[config.mk]
export PLATFORM = sky130hd
export DESIGN_NAME = sin_fix_multi
export DESIGN_NICKNAME = d
export VERILOG_FILES = /design/src/rtl/sin_fix_multi.sv
export SDC_FILE = /design/constraint.sdc
export NUM_CORES = 1
export LEC_CHECK = 0
export ABC_CLOCK_PERIOD_IN_PS = 12660
export CAP_MARGIN = 30
export CORE_MARGIN = 2
export CORE_UTILIZATION = 45
export CTS_CLUSTER_DIAMETER = 200
export DETAILED_ROUTE_END_ITERATION = 8
export GPL_TIMING_DRIVEN = 0
export SETUP_SLACK_MARGIN = 0.05
export SLEW_MARGIN = 20
export SYNTH_ARGS = -nofsm -noshare
export SYNTH_HDL_FRONTEND = slang
export SYNTH_HIERARCHICAL = 1
export SYNTH_SLANG_ARGS = --single-unit
[constraint.sdc]
create_clock -name clk -period 12.66 [get_ports clk]
set_clock_uncertainty 0.1 [all_clocks]
set_input_delay 3.165 -clock clk [delete_from_list [all_inputs] [get_ports clk]]
set_output_delay 3.165 -clock clk [all_outputs]
set_load 0.02 [all_outputs]
[src/rtl/sin_fix_multi.sv]
// sin_fix_multi: N-channel sine with a shared core and a post-core
// match/replace correction stage feeding per-channel hold registers.
// Optional feature macro: SIN_FIX_SAT_EN clamps passthrough results with |x|>1.0.
// Sin_theta here is a behavioural stand-in for the vendor sine core: exact
// results at a few reference angles, small-angle passthrough elsewhere.

module Sin_theta #(
  parameter int LAT = 8
) (
  input  logic        clock,
  input  logic        aclr,
  input  logic        clk_en,
  input  logic [31:0] data,
  output logic [31:0] result
);

  logic [31:0] pipe_q [LAT];
  logic [31:0] pipe_d [LAT];

  function automatic logic [31:0] sin_ref(input logic [31:0] x);
    case (x)
      32'h3f060a92: sin_ref = 32'h3f000000;
      32'hbf060a92: sin_ref = 32'hbf000000;
      32'h3f490fdb: sin_ref = 32'h3f3504f3;
      32'h3fc90fdb: sin_ref = 32'h3f800000;
      32'hbfc90fdb: sin_ref = 32'hbf800000;
      32'h40800000: sin_ref = 32'hbf41bdce;
      default:      sin_ref = x;
    endcase
  endfunction

  // advance the result pipeline only while the clock enable is high
  always_comb begin
    pipe_d = pipe_q;
    if (clk_en) begin
      pipe_d[0] = sin_ref(data);
      for (int i = 1; i < LAT; i++) pipe_d[i] = pipe_q[i-1];
    end
  end

  // pipeline registers, cleared by the core's asynchronous clear
  always_ff @(posedge clock or posedge aclr) begin
    if (aclr) begin
      for (int i = 0; i < LAT; i++) pipe_q[i] <= '0;
    end else begin
      pipe_q <= pipe_d;
    end
  end

  assign result = pipe_q[LAT-1];

endmodule

module sin_fix_multi #(
  parameter int NCH      = 4,
  parameter int CH_W     = 2,
  parameter int CORE_LAT = 8,
  parameter int TBL_D    = 4,
  parameter int TBL_AW   = 2,
  parameter int CNT_W    = 16
) (
  input  logic               clk,
  input  logic               rst,
  input  logic               en,
  input  logic               th_valid,
  input  logic [CH_W-1:0]    th_ch,
  input  logic [31:0]        theta,
  output logic               th_ready,
  input  logic               tbl_we,
  input  logic [TBL_AW-1:0]  tbl_addr,
  input  logic               tbl_vld,
  input  logic [31:0]        tbl_match,
  input  logic [31:0]        tbl_repl,
  output logic               sin_valid,
  output logic [CH_W-1:0]    sin_ch,
  output logic [31:0]        sin_res,
  output logic [NCH*32-1:0]  sin_hold,
  output logic [CNT_W-1:0]   fix_cnt
);

  logic [31:0]         core_res;
  logic [CORE_LAT-1:0] vld_pipe_q, vld_pipe_d;
  logic [CH_W-1:0]     ch_pipe_q [CORE_LAT];
  logic [CH_W-1:0]     ch_pipe_d [CORE_LAT];
  logic [TBL_D-1:0]    tbl_vld_q, tbl_vld_d;
  logic [31:0]         tbl_match_q [TBL_D];
  logic [31:0]         tbl_match_d [TBL_D];
  logic [31:0]         tbl_repl_q [TBL_D];
  logic [31:0]         tbl_repl_d [TBL_D];
  logic                fix_hit;
  logic [31:0]         fix_val;
  logic                out_vld;
  logic [CH_W-1:0]     out_ch;
  logic                sin_valid_q, sin_valid_d;
  logic [CH_W-1:0]     sin_ch_q, sin_ch_d;
  logic [31:0]         sin_res_q, sin_res_d;
  logic [NCH*32-1:0]   hold_q, hold_d;
  logic [CNT_W-1:0]    fix_cnt_q, fix_cnt_d;

  assign th_ready = en;

  Sin_theta #(.LAT(CORE_LAT)) u_core (
    .clock  (clk),
    .aclr   (~rst),
    .clk_en (en),
    .data   (theta),
    .result (core_res)
  );

  // tag/valid shadow of the core pipeline, moving in lockstep with it
  always_comb begin
    vld_pipe_d = vld_pipe_q;
    ch_pipe_d  = ch_pipe_q;
    if (en) begin
      vld_pipe_d[0] = th_valid;
      ch_pipe_d[0]  = th_ch;
      for (int i = 1; i < CORE_LAT; i++) begin
        vld_pipe_d[i] = vld_pipe_q[i-1];
        ch_pipe_d[i]  = ch_pipe_q[i-1];
      end
    end
  end

  // table writes land next clock; indices outside the table never decode
  always_comb begin
    tbl_vld_d   = tbl_vld_q;
    tbl_match_d = tbl_match_q;
    tbl_repl_d  = tbl_repl_q;
    if (tbl_we) begin
      for (int i = 0; i < TBL_D; i++) begin
        if (tbl_addr == TBL_AW'(i)) begin
          tbl_vld_d[i]   = tbl_vld;
          tbl_match_d[i] = tbl_match;
          tbl_repl_d[i]  = tbl_repl;
        end
      end
    end
  end

  // lowest matching enabled entry wins; optional clamp of out-of-range passthrough
  always_comb begin
    fix_hit = 1'b0;
    fix_val = core_res;
    for (int i = TBL_D - 1; i >= 0; i--) begin
      if (tbl_vld_q[i] && (tbl_match_q[i] == core_res)) begin
        fix_hit = 1'b1;
        fix_val = tbl_repl_q[i];
      end
    end
`ifdef SIN_FIX_SAT_EN
    if (!fix_hit && !((core_res[30:23] == 8'hff) && (core_res[22:0] != '0)) &&
        ((core_res[30:23] > 8'd127) || ((core_res[30:23] == 8'd127) && (core_res[22:0] != '0)))) begin
      fix_hit = 1'b1;
      fix_val = {core_res[31], 31'h3f800000};
    end
`endif
  end

  // result register, per-channel hold lanes and saturating correction count
  always_comb begin
    out_vld     = vld_pipe_q[CORE_LAT-1];
    out_ch      = ch_pipe_q[CORE_LAT-1];
    sin_valid_d = en & out_vld;
    sin_ch_d    = sin_ch_q;
    sin_res_d   = sin_res_q;
    hold_d      = hold_q;
    fix_cnt_d   = fix_cnt_q;
    if (en && out_vld) begin
      sin_ch_d  = out_ch;
      sin_res_d = fix_val;
      for (int i = 0; i < NCH; i++) begin
        if (out_ch == CH_W'(i)) hold_d[32*i +: 32] = fix_val;
      end
      if (fix_hit && (fix_cnt_q != '1)) fix_cnt_d = fix_cnt_q + CNT_W'(1);
    end
  end

  // pipeline tag registers; reset flushes everything in flight
  always_ff @(posedge clk or negedge rst) begin
    if (!rst) begin
      vld_pipe_q <= '0;
      for (int i = 0; i < CORE_LAT; i++) ch_pipe_q[i] <= '0;
    end else begin
      vld_pipe_q <= vld_pipe_d;
      ch_pipe_q  <= ch_pipe_d;
    end
  end

  // correction table with its power-up patch set
  always_ff @(posedge clk or negedge rst) begin
    if (!rst) begin
      tbl_vld_q <= '0;
      for (int i = 0; i < TBL_D; i++) begin
        tbl_match_q[i] <= '0;
        tbl_repl_q[i]  <= '0;
      end
      tbl_vld_q[0]   <= 1'b1;
      tbl_match_q[0] <= 32'h3f000000;
      tbl_repl_q[0]  <= 32'h3f800000;
      tbl_vld_q[1]   <= 1'b1;
      tbl_match_q[1] <= 32'hbf000000;
      tbl_repl_q[1]  <= 32'hbf800000;
      tbl_vld_q[2]   <= 1'b1;
      tbl_match_q[2] <= 32'hbf41bdce;
      tbl_repl_q[2]  <= 32'hba84ba1e;
    end else begin
      tbl_vld_q   <= tbl_vld_d;
      tbl_match_q <= tbl_match_d;
      tbl_repl_q  <= tbl_repl_d;
    end
  end

  // output-side state
  always_ff @(posedge clk or negedge rst) begin
    if (!rst) begin
      sin_valid_q <= 1'b0;
      sin_ch_q    <= '0;
      sin_res_q   <= '0;
      hold_q      <= '0;
      fix_cnt_q   <= '0;
    end else begin
      sin_valid_q <= sin_valid_d;
      sin_ch_q    <= sin_ch_d;
      sin_res_q   <= sin_res_d;
      hold_q      <= hold_d;
      fix_cnt_q   <= fix_cnt_d;
    end
  end

  assign sin_valid = sin_valid_q;
  assign sin_ch    = sin_ch_q;
  assign sin_res   = sin_res_q;
  assign sin_hold  = hold_q;
  assign fix_cnt   = fix_cnt_q;

endmodule
==> results of run 1 <==
metrics by stage:
stage,cells,hold slack (ns),area [µm²],utilization (%),worst slack (ns)
after floorplan,2486,0.3493,31370,-,2.349
after global placement,3701,0.3695,35380,51.40,-16.25
after detailed placement,3709,0.3777,35600,51.73,5.560
after CTS,3852,0.3908,38260,55.59,5.560
after global routing,3853,0.4005,38260,55.59,5.555
final,3854,0.3861,38270,55.60,5.568
cells by family (layout without fill, tap and decap cells):
kind of cell             Yosys count  count (layout)  share of synthesized area (%)
adder cells (fa/ha/maj)            1               1                        0.03988
XOR/XNOR                         140             140                          3.909
multiplexers                     510             510                          18.32
flip-flops                       719             719                          57.62
AO/OA/AOI/OAI                    328             328                          8.144
buffers and inverters            272             707                          4.387
other                              0               2                              0
AND/OR/NAND/NOR                  516             516                          7.582
placed cells by master, fill, tap and decap left out, types with 11 or more instances in the layout:
master	instances
clkbuf_1	123
mux2_2	509
nand3_1	18
nand2_1	343
a31oi_1	34
dfrtp_1	652
clkdlybuf4s50_1	283
and3_1	11
xnor2_1	47
inv_1	69
nand4_1	23
o21ai_1	161
dfstp_2	67
or2_2	35
nor2_1	23
clkbuf_8	18
a211o_1	32
xor2_1	93
nor4_1	27
clkbuf_16	80
buf_2	28
a221oi_4	30
a21oi_1	45
buf_6	15
buf_4	51
cell type report:
class | instances | area (µm²)
flip-flops and latches | 719 | 18080
inverters | 72 | 277.8
well taps | 931 | 1165
repair buffers | 292 | 3055
plain buffers | 200 | 1107
diodes | 2 | 5.005
fillers | 5831 | 30560
clock inverters | 22 | 324.1
multi-input cells | 1495 | 11920
clock buffers | 121 | 2336
metal layers:
metal	vias to the layer above	part of all wire, %	track usage, %
li1	9319	-	-
met1	10581	44	31.82
met2	510	49	39.78
met3	126	4.7	3.409
met4	6	2.2	5.994
met5	-	0.043	0
sequential cells by signal (all words and copies together) (netlist names):
name and cells:
out_ch 2, sin_res 32, u_core/result 32, sin_hold 128, tbl_vld_q 4, tbl_match_q 128, sin_ch 2, ch_pipe_q 14
u_core/pipe_q 224, fix_cnt 16, sin_valid 1, vld_pipe_q 8, tbl_repl_q 128
worst register-to-register path, stage by stage, from the launching register on:
cell      delay, ns
dfrtp_1        0.38
buf_4          0.13
buf_4          0.16
xor2_1         0.22
nor4_1         0.54
nand4_1        0.16
nor3_1         0.43
buf_2          0.32
buf_2          0.31
a21oi_1        0.12
a221oi_4       0.44
o21ai_1        0.14
how the worst min path moves through the flow:
stage,from,to
2_1_floorplan,u_core/pipe_q[247],u_core/pipe_q[247]
5_1_grt,sin_ch[0],sin_ch[0]
3_5_place_dp,sin_ch[0],sin_ch[0]
3_3_place_gp,sin_ch[0],sin_ch[0]
6_report,sin_hold[44],sin_hold[44]
4_1_cts,sin_hold[23],sin_hold[23]
power by group:
| part | total, mW | switching, mW | internal (mW) |
|---|---|---|---|
| Clock | 2.34 | 0.940 | 1.40 |
| Combinational | 2.47 | 1.30 | 1.17 |
| Sequential | 3.34 | 0.391 | 2.95 |
==> results.py, run 1 <==
metrics = {
    "run_status": {
        "status": "complete, no violations",
    },
    "yosys": {
        "synth_seq_area_share_pct": 57.62,
        "synth.avg_cell_area_um2": 12.62,
        "synth_cell_type_count": 61,
        "syn_inst": 2486,
        "yosys.area.top_type": "dfrtp_1",
        "syn-cell-area_mm2": 0.03137,
        "ys_top_cells_by_area": "dfrtp_1 52%, mux2_2 18%, dfstp_2 5.6%",
        "synth_edf_count": 0,
        "post-synth-top-count-cell": "dfrtp_1",
        "yosys-top-cells-count": "652 x dfrtp_1, 509 x mux2_2, 343 x nand2_1",
        "syn_nets": 2593,
        "synthFlopType": "dfrtp_1",
        "async_flop_share_pct": 100.0,
        "yosys_warnings": 6,
        "synth_top_cell_area_share_pct": 52.01,
        "synth_seq_cells": 719,
    },
    "global_route": {
        "grt_overflow": 0,
        "grt_pass1_wl_mm": 128.8,
        "grt_max_degree": 112,
        "grt_use_total_pct": 23.49,
        "grt_pass1_vias": 21582,
        "antenna_found_initial": 4,
    },
    "sta": {
        "max_freq_mhz": 141.0,
        "slew_headroom_pct": 37.90,
        "rsz0062_at_grt": "no",
        "fin_crit_sh_pct": 56.02,
        "finalSetupViolations": 0,
        "worst_pin_slew_ns": 0.9244,
        "finalSetupTns_ns": 0,
        "finalMaxSlewViolations": 0,
        "fin_crit_ns": 7.092,
        "finalHoldViolCount": 0,
    },
    "drt": {
        "drt_pass1_iterations": 5,
        "drtIter0Drc": 1225,
        "wl_mm": 83.31,
        "viasPerCell": 5.330,
        "drt-wirelength-per-cell_um": 21.62,
        "drc": 0,
        "num_vias": 20542,
        "drtAntennaViolNets": 0,
    },
    "die": {
        "start_util_pct": 45.58,
        "die_h_um": 268.0,
        "fp.dieArea_mm2": 0.07184,
        "std_cell_rows": 96,
        "die_w_um": 268.0,
        "io_pins": 286,
        "core-area_mm2": 0.06883,
    },
    "cts": {
        "cts.path.max_buffers": 3,
        "clkTransAtPathRegs_ns": 0.06,
        "cts_resized": 0,
        "clkSinkCount": 719,
        "cts_hold_buffers": 0,
        "worstSkewPairLatency_ns": 0.62,
        "cts-root-buf": "clkbuf_16",
        "cts_inserted_buffers": 79,
        "ctsHtreeMaxLevel": 3,
        "post_cts_buffers": 0,
        "cts_tree": "yes",
    },
    "critical_path": {
        "critPathKind": "in -> out",
        "crit_end": "th_ready",
        "r2r_start": "u_core/result[24]",
        "crit_cells": 2,
        "worstPathArrival_ns": 3.83,
        "critPathCaptureType": "primary output",
        "crit_slowest_cell": "clkdlybuf4s50_1",
        "critPathTopFamily": "buffers and inverters",
        "crit_fanout": 3,
        "reg2reg_slack_ns": 9.08,
        "critical-path-max-stage-delay_ns": 0.59,
        "rr_endpoint": "sin_res[16]",
        "startpoint": "en",
        "r2r_cells": 11,
        "start_kind": "primary input",
        "crit_buf_inv": 2,
        "path_cells": "buf_4 -> clkdlybuf4s50_1",
        "critical_path_required_ns": 9.39,
    },
    "finish": {
        "area_growth_pct": 21.98,
        "final_layout_size_suffix_gt1_share_pct": 30.20,
        "nets": 2966,
    },
    "power_and_ir_drop": {
        "vdd_ir_drop_max_uv": 114.3,
        "finalPower_mw": 8.146,
        "power.density_mw_per_mm2": 212.9,
        "leakagePower_nw": 16.14,
    },
    "placement": {
        "gp_congestion": 0.8754,
        "dp_hpwl_mm": 61.94,
        "port_buffers": 284,
    },
    "hold_path": {
        "holdCritPathClass": "reg -> reg",
        "whs_path_depth": 2,
    },
    "job": {
        "max-cap-violations": 0,
    },
}
Power figures use the tool's default switching activity.
==> run 2: changes to the inputs <==
- ABC_CLOCK_PERIOD_IN_PS: 12660 -> 6200
- PLACE_DENSITY: default -> 0.67
- clock period: 12.66 -> 6.2 ns (I/O delays scaled with it)
==> results.py, run 2 (same netlist as run 1, synthesis figures left out) <==
metrics = {
    "cts": {
        "cts_inserted_buffers": 78,
        "cts_hold_buffers": 0,
        "post_cts_buffers": 0,
        "clkTransAtPathRegs_ns": 0.06,
        "cts.path.max_buffers": 3,
        "worstSkewPairLatency_ns": 0.62,
        "cts_tree": "yes",
        "clkSinkCount": 719,
        "cts-root-buf": "clkbuf_16",
        "ctsHtreeMaxLevel": 3,
        "cts_resized": 0,
    },
    "sta": {
        "slew_headroom_pct": 31.96,
        "fin_crit_ns": 3.860,
        "rsz0062_at_grt": "no",
        "fin_crit_sh_pct": 62.26,
        "holdWs_ns": 0.3825,
        "finalSetupTns_ns": 0,
        "finalMaxSlewViolations": 0,
        "max_freq_mhz": 259.1,
        "finalSetupViolations": 0,
        "finalHoldViolCount": 0,
        "worst_pin_slew_ns": 1.021,
    },
    "power_and_ir_drop": {
        "switching_share_pct": 32.19,
        "vdd_ir_drop_max_uv": 276.6,
        "combPwrFrac_pct": 30.1,
        "clockPowerShare_pct": 29.4,
        "net-switching-power_mw": 5.421,
        "leakagePower_nw": 16.26,
        "seqPwrFrac_pct": 40.5,
        "p_int_mw": 11.42,
        "power.density_mw_per_mm2": 437.2,
        "finalPower_mw": 16.84,
    },
    "drt": {
        "drtIter0Drc": 1372,
        "drc": 0,
        "drt-wirelength-per-cell_um": 21.62,
        "drt_pass1_iterations": 6,
        "wl_mm": 83.68,
        "num_vias": 20819,
        "drtAntennaViolNets": 0,
        "viasPerCell": 5.378,
    },
    "global_route": {
        "grt_use_total_pct": 23.43,
        "grt_overflow": 0,
        "grt_pass1_vias": 21559,
        "grt_max_degree": 104,
        "grt_pass1_wl_mm": 128.2,
        "antenna_found_initial": 12,
    },
    "critical_path": {
        "crit_buf_inv": 2,
        "crit_slowest_cell": "clkdlybuf4s50_1",
        "worstPathArrival_ns": 2.21,
        "start_kind": "primary input",
        "critical-path-max-stage-delay_ns": 0.58,
        "crit_fanout": 3,
        "critical_path_required_ns": 4.55,
        "path_cells": "buf_4 -> clkdlybuf4s50_1",
        "critPathKind": "in -> out",
        "critPathTopFamily": "buffers and inverters",
        "critPathCaptureType": "primary output",
    },
    "placement": {
        "dp.cells": 3716,
        "dp_hpwl_mm": 62.47,
        "gp_congestion": 0.8789,
        "port_buffers": 284,
    },
    "die": {
        "io_pins": 286,
        "fp.dieArea_mm2": 0.07184,
        "die_h_um": 268.0,
        "die_w_um": 268.0,
        "start_util_pct": 45.58,
        "std_cell_rows": 96,
        "core-area_mm2": 0.06883,
    },
    "finish": {
        "fill_cells": 5604,
        "seqCellArea_mm2": 0.01808,
        "area_growth_pct": 22.79,
        "layout_commonest_cell": "dfrtp_1",
        "largest_register": "u_core/pipe_q",
        "largest_reg_flops": 224,
        "final_cell_mix": "652 x dfrtp_1, 509 x mux2_2, 343 x nand2_1",
        "multi_input_area_mm2": 0.01192,
        "nets": 2972,
        "final_layout_size_suffix_gt1_share_pct": 30.65,
        "final_cells": 3871,
    },
    "job": {
        "max-cap-violations": 0,
    },
    "hold_path": {
        "holdCritPathClass": "reg -> reg",
    },
    "run_status": {
        "status": "complete, no violations",
    },
}
==> run 2: cell types whose count changed in the layout (fill, tap and decap cells not counted) <==
cell        delta
buf_12         +7
buf_16         -1
buf_6          +1
bufinv_16      +4
clkbuf_1       -7
clkbuf_2       -1
clkbuf_8       -2
clkinv_2       +7
clkinv_4       +1
clkinvlp_4     +1
diode_2        +8
inv_16         +1
inv_6          -1
inv_8          -1
==> run 2: worst paths after layout <==
kind                                   start                end  slack (ns)  cells past startpoint
max                                       en           th_ready        2.34                      2
min                            sin_hold[124]      sin_hold[124]        0.38                      2
max reg2reg                u_core/result[19]        fix_cnt[13]        2.45                     12
min reg2reg                    sin_hold[124]      sin_hold[124]        0.38                      2
max in group asynchronous                rst  u_core/pipe_q[47]        3.28                      7
min in group asynchronous                rst       sin_hold[36]        0.67                      1
==> run 2: metal layers <==
metal  GRT usage, %  up-vias  part of all wire [%]
met5              0        -                 0.053
met4          7.685        8                   3.2
met2          38.61      699                    48
met3          4.563      184                   6.0
met1          31.19    10596                    43
li1               -     9332                     -
==> run 2: metrics by stage <==
stage | util [%] | instance area (µm²) | setup slack, ns
final | 55.97 | 38520 | 2.340
after global routing | 55.95 | 38510 | 2.326
after CTS | 55.93 | 38500 | 2.335
after detailed placement | 51.90 | 35720 | 1.845
after global placement | 51.41 | 35380 | -17.59
after floorplan | - | 31380 | 1.105
==> run 2: layout make-up <==
type                    count  share of cell area [%]
flip-flops and latches    719                   46.92
multi-input cells        1495                   30.94
repair buffers            299                   8.253
clock buffers             111                   5.915
well taps                 931                   3.024
plain buffers             200                   2.871
clock inverters            34                   1.296
inverters                  72                  0.7113
diodes                     10                 0.06496
==> run 2: power groups by stage <==
stage | registers [mW] | logic [mW] | clock network, mW
4_1_cts | 6.82 | 5.09 | 5.04
3_5_place_dp | 6.90 | 5.06 | 0
6_report | 6.82 | 5.07 | 4.96
3_3_place_gp | 6.85 | 4.93 | 0
2_1_floorplan | 7.19 | 2.52 | 0
5_1_grt | 6.96 | 5.43 | 5.24
==> run 2: tightest hold or removal path, cell delays in order, from the launching register on <==
cell,delay (ns)
dfrtp_1,0.34
nand2_1,0.05
o21ai_1,0.06
